==> src/rtl/scoreboard_hazard_unit_pkg.sv <==
// Shared types for the hazard controller: E-stage forward selects and per-cause flags.
// Types only; no latency and no backpressure.
package scoreboard_hazard_unit_pkg;

  typedef enum logic [1:0] {
    FWD_RF = 2'b00,
    FWD_W  = 2'b01,
    FWD_M  = 2'b10
  } fwd_sel_e;

  // raw_fwd flags any active forwarding path (D or E); the others mirror their stall/flush cause.
  typedef struct packed {
    logic raw_fwd;
    logic load_use;
    logic scoreboard;
    logic structural;
    logic mispredict;
  } hazard_cause_t;

endpackage

==> src/rtl/scoreboard_hazard_unit_scoreboard_table.sv <==
// Per-register pending bits and in-flight counter for long ops; pend_eff is combinational.
// Set/clear take effect at the next edge; no backpressure, the caller gates set_vld.
module scoreboard_hazard_unit_scoreboard_table #(
  parameter int NUM_REGS        = 32,
  parameter int MAX_OUTSTANDING = 4
) (
  input  logic                                   clk,
  input  logic                                   rst_n,
  input  logic                                   set_vld,
  input  logic [$clog2(NUM_REGS)-1:0]            set_rd,
  input  logic                                   clr_vld,
  input  logic [$clog2(NUM_REGS)-1:0]            clr_rd,
  input  logic                                   flush,
  output logic [NUM_REGS-1:0]                    pending,
  output logic [$clog2(MAX_OUTSTANDING+1)-1:0]   inflight_cnt,
  output logic [NUM_REGS-1:0]                    pend_eff
);

  localparam int CNT_W = $clog2(MAX_OUTSTANDING + 1);

  logic [NUM_REGS-1:0] pend_next;
  logic [CNT_W-1:0]    cnt_next;
  logic                dec;

  // A completing long op writes the regfile this cycle, so its dependents see it resolved now.
  always_comb begin
    pend_eff = pending;
    if (clr_vld) pend_eff[clr_rd] = 1'b0;
  end

  always_comb begin
    pend_next = pend_eff;
    if (set_vld) pend_next[set_rd] = 1'b1;
    pend_next[0] = 1'b0;
  end

  // A stray completion with nothing outstanding must not wrap the counter.
  assign dec = clr_vld && (inflight_cnt != '0);

  always_comb begin
    cnt_next = inflight_cnt;
    if (set_vld && !dec)      cnt_next = inflight_cnt + CNT_W'(1);
    else if (!set_vld && dec) cnt_next = inflight_cnt - CNT_W'(1);
  end

  always_ff @(posedge clk or negedge rst_n) begin
    if (!rst_n) begin
      pending      <= '0;
      inflight_cnt <= '0;
    end else if (flush) begin
      pending      <= '0;
      inflight_cnt <= '0;
    end else begin
      pending      <= pend_next;
      inflight_cnt <= cnt_next;
    end
  end

endmodule

==> src/rtl/scoreboard_hazard_unit.sv <==
// Pipeline hazard controller: scoreboard/structural/load-use stalls, flush priority, forwarding, watchdog.
// Stall/flush/forward are combinational from tags; scoreboard and watchdog update at the next edge.
module scoreboard_hazard_unit
  import scoreboard_hazard_unit_pkg::*;
#(
  parameter int NUM_REGS        = 32,
  parameter int MAX_OUTSTANDING = 4,
  parameter int STALL_TIMEOUT   = 64
) (
  input  logic                                 clk,
  input  logic                                 rst_n,
  input  logic                                 valid_d,
  input  logic [$clog2(NUM_REGS)-1:0]          rs1_d,
  input  logic [$clog2(NUM_REGS)-1:0]          rs2_d,
  input  logic [$clog2(NUM_REGS)-1:0]          rd_d,
  input  logic                                 regwrite_d,
  input  logic                                 longop_d,
  input  logic [$clog2(NUM_REGS)-1:0]          rs1_e,
  input  logic [$clog2(NUM_REGS)-1:0]          rs2_e,
  input  logic [$clog2(NUM_REGS)-1:0]          rd_e,
  input  logic                                 regwrite_e,
  input  logic                                 load_e,
  input  logic [$clog2(NUM_REGS)-1:0]          rd_m,
  input  logic [$clog2(NUM_REGS)-1:0]          rd_w,
  input  logic                                 regwrite_m,
  input  logic                                 regwrite_w,
  input  logic                                 lop_done,
  input  logic [$clog2(NUM_REGS)-1:0]          lop_rd,
  input  logic                                 mispredict,
  input  logic                                 flushflag,
  output logic                                 stall_f,
  output logic                                 stall_d,
  output logic                                 flush_d,
  output logic                                 flush_e,
  output logic                                 flush_m,
  output logic                                 forwarda_d,
  output logic                                 forwardb_d,
  output logic [1:0]                           forwarda_e,
  output logic [1:0]                           forwardb_e,
  output logic [$clog2(MAX_OUTSTANDING+1)-1:0] inflight_cnt,
  output logic [NUM_REGS-1:0]                  pending,
  output logic                                 stall_timeout,
  output hazard_cause_t                        cause
);

  localparam int REG_AW = $clog2(NUM_REGS);
  localparam int CNT_W  = $clog2(MAX_OUTSTANDING + 1);
  localparam int WD_W   = $clog2(STALL_TIMEOUT + 1);
  localparam logic [CNT_W-1:0] CNT_MAX = CNT_W'(MAX_OUTSTANDING);
  localparam logic [WD_W-1:0]  WD_MAX  = WD_W'(STALL_TIMEOUT);

  logic [NUM_REGS-1:0] pend_eff;
  logic sb_stall, str_stall, lu_stall, any_stall, redirect, issue, long_issue;
  logic [WD_W-1:0] wd_cnt, wd_next;

  // x0 is hardwired, so a zero tag never creates a dependency.
  function automatic logic hit(input logic [REG_AW-1:0] a, input logic [REG_AW-1:0] b);
    return (a != '0) && (a == b);
  endfunction

  function automatic logic [1:0] fwd_e(input logic [REG_AW-1:0] rs,
                                       input logic [REG_AW-1:0] m_rd, input logic m_we,
                                       input logic [REG_AW-1:0] w_rd, input logic w_we);
    fwd_sel_e sel;
    sel = FWD_RF;
    if (m_we && hit(rs, m_rd))      sel = FWD_M;
    else if (w_we && hit(rs, w_rd)) sel = FWD_W;
    return sel;
  endfunction

  assign sb_stall  = valid_d && (pend_eff[rs1_d] || pend_eff[rs2_d] || (regwrite_d && pend_eff[rd_d]));
  assign str_stall = valid_d && longop_d && (inflight_cnt == CNT_MAX) && !lop_done;
  assign lu_stall  = valid_d && load_e && regwrite_e && (hit(rd_e, rs1_d) || hit(rd_e, rs2_d));
  assign any_stall = sb_stall || str_stall || lu_stall;
  assign redirect  = flushflag || mispredict;

  always_comb begin
    stall_f = !redirect && any_stall;
    stall_d = !redirect && any_stall;
    flush_d = redirect;
    flush_e = any_stall || redirect;
    flush_m = flushflag;
  end

  assign issue      = valid_d && !stall_d && !flush_d;
  assign long_issue = issue && longop_d && regwrite_d && (rd_d != '0);

  scoreboard_hazard_unit_scoreboard_table #(
    .NUM_REGS        (NUM_REGS),
    .MAX_OUTSTANDING (MAX_OUTSTANDING)
  ) u_scoreboard_table (
    .clk          (clk),
    .rst_n        (rst_n),
    .set_vld      (long_issue),
    .set_rd       (rd_d),
    .clr_vld      (lop_done),
    .clr_rd       (lop_rd),
    .flush        (flushflag),
    .pending      (pending),
    .inflight_cnt (inflight_cnt),
    .pend_eff     (pend_eff)
  );

  assign forwarda_e = fwd_e(rs1_e, rd_m, regwrite_m, rd_w, regwrite_w);
  assign forwardb_e = fwd_e(rs2_e, rd_m, regwrite_m, rd_w, regwrite_w);
  assign forwarda_d = regwrite_w && hit(rs1_d, rd_w);
  assign forwardb_d = regwrite_w && hit(rs2_d, rd_w);

  always_comb begin
    cause            = '0;
    cause.raw_fwd    = (forwarda_e != 2'b00) || (forwardb_e != 2'b00) || forwarda_d || forwardb_d;
    cause.load_use   = lu_stall;
    cause.scoreboard = sb_stall;
    cause.structural = str_stall;
    cause.mispredict = mispredict;
  end

  always_comb begin
    wd_next = '0;
    if (stall_d) wd_next = (wd_cnt == WD_MAX) ? WD_MAX : wd_cnt + WD_W'(1);
  end

  // Flag is registered off the next count, so it tracks wd_cnt == STALL_TIMEOUT exactly.
  always_ff @(posedge clk or negedge rst_n) begin
    if (!rst_n) begin
      wd_cnt        <= '0;
      stall_timeout <= 1'b0;
    end else begin
      wd_cnt        <= wd_next;
      stall_timeout <= (wd_next == WD_MAX);
    end
  end

endmodule

==> config.mk <==
export PLATFORM = sky130hd
export DESIGN_NAME = scoreboard_hazard_unit
export DESIGN_NICKNAME = d
export VERILOG_FILES = /design/src/rtl/scoreboard_hazard_unit_pkg.sv /design/src/rtl/scoreboard_hazard_unit_scoreboard_table.sv /design/src/rtl/scoreboard_hazard_unit.sv
export SDC_FILE = /design/constraint.sdc
export NUM_CORES = 1
export LEC_CHECK = 0
export CAP_MARGIN = 30
export CORE_UTILIZATION = 49
export CTS_CLUSTER_DIAMETER = 80
export DETAILED_ROUTE_END_ITERATION = 8
export GPL_ROUTABILITY_DRIVEN = 1
export GPL_TIMING_DRIVEN = 0
export PLACE_DENSITY = 0.92
export RECOVER_POWER = 25
export SLEW_MARGIN = 15
export SYNTH_ARGS = -nofsm -noshare
export SYNTH_HDL_FRONTEND = slang
export SYNTH_SLANG_ARGS = --single-unit
==> constraint.sdc <==
create_clock -name clk -period 4.6 [get_ports clk]
set_input_delay 1.15 -clock clk [delete_from_list [all_inputs] [get_ports clk]]
set_output_delay 1.15 -clock clk [all_outputs]
set_load 0.1 [all_outputs]
==> impl_metrics.toml, run 1 <==
[power]
clkPwrFrac_pct = 21.9
power_frac_comb_pct = 43.2
pwr-share-seq_pct = 34.9
swShare_pct = 40.87
p_total_uw = 1138
power_switching_uw = 465.2
ir_drop_v = 0.0002322
powerDensity_nw_per_um2 = 204.3
leakage_uw = 0.002063
p_int_uw = 673.0

[detailed_routing]
wirelength_um = 14610
wl_per_cell_um = 21.87
drtIter0Drc = 497
antenna_left = 0
drt_pre_antenna_iters = 6
drc_errors = 0
via_per_inst = 6.793
vias = 4538

[clock_tree]
cts_max_level = 2
cts_buffers = 5
clkSlewWorstSetupHoldPaths_ps = 70
ctsHoldBuffers = 0
cts_root_buf = "clkbuf_8"
cts_tree = "done"
cts_sinks = 42
clockBufferDepth = 2
insertion_delay_ps = 300

[sta]
relSlewSlack_pct = -14.09
fin_crit_sh_pct = 101.2
hold_slack_ps = 581.8
skew_ps = 10.11
fin_crit_ps = 4653
layout_setup_ws_ps = -53.16
tns_ps = -91.59
clock.fmax_mhz = 214.9
drv_slew = 33
setup-violations-final = 2
max_slew.worst_pin.slew_ps = 1711
grt_setup_unrepaired = "yes"
final-hold-violation-count = 0

[placement]
hpwl_um = 10240
placed_area_um2 = 4964
numPortBuffers = 96
gp_congestion = 0.9677
place_ws_ps = -1699

[global_route]
grt_max_degree = 33
gr-usage-all-layers_pct = 35.04
first_global_vias = 4439
grt_pass1_wl_um = 22900
antenna_found_initial = 0
overflow = 0

[setup_path]
crit_path_frequent_cell = "buf_6"
startpoint_type = "input pin"
slowest_delay_ps = 630
endpoint_kind = "output port"
cp.required_ps = 3450
timing.rr.start = "u_scoreboard_table.pending[8]$_DFF_PN0_"
startpoint = "lop_rd[1]"
crit_chain = "buf_6 > or4b_4 > o21ai_4 > mux4_2 > o21bai_1 > a211o_1 > a22oi_2 > a31o_4 > inv_6 > buf_6 > buf_12"
crit_type = "in -> out"
crit_slowest_cell = "or4b_4"
worstPathArrival_ps = 3500
cp_max_fo = 8

[synth]
yosys.cell_count.top_type = "dfrtp_1"
synth_area_leaders = "dfrtp_1, o32ai_1, xor2_1"
syn-num-nets = 506
avgSynthCellArea_um2 = 8.551
yosysUniqueCellTypes = 67
netlist_top_cells_count = "dfrtp_1, o32ai_1, nor2_1, o21ai_1, xor2_1"
synth_ff_type = "dfrtp_1"
ys_seq_area_share_pct = 27.56
synth-seq-cells = 42
yosysTopAreaCellShare_pct = 27.56
syn-cell-area_um2 = 3814
ys_async_sr_fraction_pct = 100.0
yosys_warnings = 0
synth_edf_count = 0
synthCells = 446
yosysTopAreaCell = "dfrtp_1"

[floorplanning]
rows = 31
start_util_pct = 51.75
dieArea_um2 = 8140
io_pins = 109
chipHeight_um = 90.22
die_w_um = 90.22
core_region_area_um2 = 7370

[hold_path]
hold_path_startpoint = "wd_cnt[4]$_DFF_PN0_"
hold_path.class = "reg -> reg"

[layout]
area_growth_pct = 46.10
multiInputGateArea_um2 = 2873
diodes = 0
seq_area_um2 = 1051
nFillCells = 510
layout-drive-gt1-share_pct = 22.85
layout.nets = 628
fin_area_um2 = 5572

[run_status]
violations = "capacitance limit, slew limit, setup timing"
status = "finished, violations left"

[run]
cap_violations = 1
## power groups by stage
| stage | combinational, uW | sequential (uW) | clock (uW) |
|---|---|---|---|
| floorplan | 232 | 469 | 0 |
| global placement | 432 | 401 | 0 |
| detailed placement | 443 | 402 | 0 |
| CTS | 472 | 395 | 247 |
| global route | 517 | 399 | 263 |
| finish | 492 | 397 | 250 |
## stage by stage
stage	std cells	util (%)
2_1_floorplan	446	-
3_3_place_gp	641	67.15
3_5_place_dp	642	67.35
4_1_cts	664	74.28
5_1_grt	668	75.60
6_report	668	75.60
## area by class of cell
| cell class | instances | area share, % |
|---|---|---|
| clock inverter | 1 | 0.08983 |
| buffer | 40 | 4.491 |
| tap | 99 | 2.223 |
| timing repair buffer | 115 | 20.08 |
| inverter | 14 | 1.145 |
| clock buffer | 7 | 1.550 |
| multi-input combinational | 350 | 51.56 |
| sequential | 42 | 18.86 |
## state kept, by name (all words and copies together) (netlist names)
signal / flops
u_scoreboard_table.pending: 31
u_scoreboard_table.inflight_cnt: 3
stall_timeout: 1
wd_cnt: 7
## path summary, 6_finish.rpt
kind / end / slack (ps) / cells after the start
setup / recovery: stall_f / -50 / 11
hold / removal: wd_cnt[4]$_DFF_PN0_ / 580 / 2
setup reg to reg: u_scoreboard_table.inflight_cnt[1]$_DFFE_PN0P_ / 1720 / 13
hold reg to reg: wd_cnt[4]$_DFF_PN0_ / 580 / 2
max in group asynchronous: u_scoreboard_table.pending[13]$_DFF_PN0_ / 1780 / 2
min in group asynchronous: wd_cnt[1]$_DFF_PN0_ / 830 / 1
## layout by cell type, fill, tap and decap left out, drive strengths merged, types with 15 or more instances in the layout
cell            n
clkbuf         35
xnor2          15
xor2           28
nand2          26
dfrtp          42
o32ai          33
mux2i          16
o21ai          37
nor2           30
clkdlybuf4s50  75
buf            45
## kinds of logic (layout without fill, tap and decap cells)
group | count (synthesis) | count (layout) | synth area share [%]
XOR/XNOR | 43 | 43 | 9.876
multiplexers | 23 | 23 | 7.447
flip-flops | 42 | 42 | 27.56
buffers and inverters | 54 | 177 | 6.267
other | 1 | 1 | 0.09833
AO/OA/AOI/OAI | 134 | 134 | 26.48
adder cells (fa/ha/maj) | 3 | 3 | 1.181
AND/OR/NAND/NOR | 146 | 146 | 21.10
## worst max-delay path, delay by kind of cell
family	cells	cell delay (ps)
multiplexers	1	300
AND/OR/NAND/NOR	1	630
AO/OA/AOI/OAI	5	980
buffers and inverters	4	430
## metal layers
metal | share of wire [%] | vias to the layer above | wire (um) | global-route usage [%]
li1 | - | 1966 | - | -
met1 | 39 | 2115 | 5646 | 45.77
met2 | 46 | 376 | 6678 | 55.28
met3 | 11 | 81 | 1603 | 6.853
met4 | 4.7 | 0 | 682 | 17.47
met5 | 0 | - | 0 | 0
## repair_timing
action | 4_1_cts | 5_1_grt
gates resized for setup | 149 | 34
pin swaps | 16 | 7
endpoints found under the setup margin | 13 | 10
setup buffers | 14 | 4
endpoints found under the hold margin | 0 | 0
Power figures use the tool's default switching activity.
==> run 2, diff against run 1 <==
==> constraint.sdc (replaced) <==
create_clock -name clk -period 4.6 [get_ports clk]
set_input_delay 1.15 -clock clk [delete_from_list [all_inputs] [get_ports clk]]
set_output_delay 1.15 -clock clk [all_outputs]
set_load 0.02 [all_outputs]
==> impl_metrics.toml, run 2 (synthesized netlist as in run 1, its figures left out) <==
[clock_tree]
insertion_delay_ps = 300
cts_max_level = 2
cts_tree = "done"
cts_root_buf = "clkbuf_8"
clockBufferDepth = 2
cts_buffers = 5
cts_sinks = 42
clkSlewWorstSetupHoldPaths_ps = 80
ctsHoldBuffers = 0

[hold_path]
min_path_cells = 2
hold_path_startpoint = "wd_cnt[6]$_DFF_PN0_"
holdPathEnd = "wd_cnt[6]$_DFF_PN0_"
hold_path.class = "reg -> reg"

[sta]
setup-violations-final = 1
hold_slack_ps = 598.4
layout_setup_ws_ps = -63.11
relSlewSlack_pct = -29.88
grt_setup_unrepaired = "yes"
fin_crit_sh_pct = 101.4
clock.fmax_mhz = 214.4
final-hold-violation-count = 0
max_slew.worst_pin.slew_ps = 1948
skew_ps = 9.370
fin_crit_ps = 4663
drv_slew = 36

[layout]
area_growth_pct = 44.13
layout.nets = 631
reg_top3 = "u_scoreboard_table.pending x31, wd_cnt x7, u_scoreboard_table.inflight_cnt x3"
final_common_cell = "clkdlybuf4s50_1"
most-common-layout-cells = "clkdlybuf4s50_1, dfrtp_1, o32ai_1, nor2_1, buf_4"
layout.cells.non_filler = 671
layout-drive-gt1-share_pct = 21.68
fin_area_um2 = 5497
diodes = 0
regMostFlops = "u_scoreboard_table.pending"
nFillCells = 518
largest_reg_flops = 31

[power]
swShare_pct = 35.07
p_int_uw = 671.1
power_frac_comb_pct = 37.3
p_total_uw = 1034
leakage_uw = 0.002026
power_switching_uw = 362.5
pwr-share-seq_pct = 38.2
clkPwrFrac_pct = 24.5
ir_drop_v = 0.0002249
powerDensity_nw_per_um2 = 188.1

[detailed_routing]
wl_met1_um = 5795
dr_wl_met2_um = 6768
drt_pre_antenna_iters = 5
antenna_left = 0
wl_met3_um = 1685
wl_per_cell_um = 22.14
wirelength_um = 14860
drtIter0Drc = 469
routed.top_layer = "met4"
drc_errors = 0
vias = 4674
via_per_inst = 6.966

[run]
cap_violations = 1

[global_route]
first_global_vias = 4337
grt_max_degree = 36
grt_pass1_wl_um = 22630
gr-usage-all-layers_pct = 34.93
antenna_found_initial = 0
overflow = 0

[floorplanning]
rows = 31
dieArea_um2 = 8140
core_region_area_um2 = 7370
start_util_pct = 51.75
io_pins = 109
chipHeight_um = 90.22
die_w_um = 90.22

[setup_path]
worstPathArrival_ps = 3510
cp.required_ps = 3450
cp_max_fo = 5
timing.rr.start = "u_scoreboard_table.pending[22]$_DFF_PN0_"
crit_type = "in -> out"
startpoint_type = "input pin"
reg2regPathDepth = 13
endpoint_kind = "output port"
r2r_setup_slack_ps = 1720
r2r-end = "u_scoreboard_table.inflight_cnt[1]$_DFFE_PN0P_"

[run_status]
violations = "capacitance limit, slew limit, setup timing"
status = "finished, violations left"

[placement]
dp_cells = 642
gp_congestion = 0.9625
numPortBuffers = 96
place_ws_ps = -1311
hpwl_um = 10370
placed_area_um2 = 4913
[run 2: cell types whose count changed in the layout (fill, tap and decap cells not counted), sizes merged]
cell           delta
clkinv            -2
dlymetal6s2s      -2
dlygate4sd2       -1
inv               +2
clkdlybuf4s18     -1
clkdlybuf4s50     +8
buf               +2
clkbuf            -3
[run 2: per-layer routing]
layer  vias to the layer above  global-route usage [%]
met1                      2231                   46.43
met3                        69                   6.176
li1                       1973                       -
met2                       401                   56.36
met5                         -                       0
met4                         0                   13.84
[run 2: layout make-up]
cell class | count | area [um2] | area share, %
plain buffers | 39 | 230.2 | 4.188
clock buffers | 7 | 86.33 | 1.571
clock inverters | 1 | 5.005 | 0.09105
inverters | 14 | 57.56 | 1.047
multi-input cells | 350 | 2799 | 50.92
flip-flops and latches | 42 | 1051 | 19.12
well taps | 99 | 123.9 | 2.254
repair buffers | 119 | 1144 | 20.81
[run 2: critical path: stages]
cell and delay [ps]:
buf_12 100, or4b_4 600, buf_4 180, o21ai_4 170, mux2i_1 110, a22oi_1 250, o221ai_2 190, a22oi_2 210
a31o_2 240, inv_2 70, buf_6 110, buf_6 120
[run 2: worst max path at each step]
stage              start        to  slack, ps
2_1_floorplan  lop_rd[1]   stall_f        260
6_report       lop_rd[2]   stall_f        -60
5_1_grt        lop_rd[2]   stall_f        -90
4_1_cts        lop_rd[1]  cause[2]        -60
3_3_place_gp    lop_done   stall_f      -1240
3_5_place_dp    lop_done   stall_f      -1310
[run 2: stage by stage]
stage                     setup TNS (ps)  utilization (%)
after global routing              -199.9            74.58
after CTS                         -79.91            72.65
final                             -63.11            74.58
after floorplan                        0                -
after detailed placement           -6634            66.67
after global placement             -5959            66.47
[run 2: power groups by stage]
stage                     Clock [uW]  Combinational, uW  Sequential [uW]
after global routing             268                410              397
after CTS                        248                365              394
after floorplan                    0                188              410
final                            253                386              394
after detailed placement           0                342              401
after global placement             0                330              401
[run 2: what timing repair did]
| item | 4_1_cts | 5_1_grt |
|---|---|---|
| buffers inserted | 14 | 8 |
| endpoints found under the setup margin | 9 | 6 |
| endpoints found under the hold margin | 0 | 0 |
| pin swaps | 8 | 10 |
| gates resized for setup | 108 | 36 |
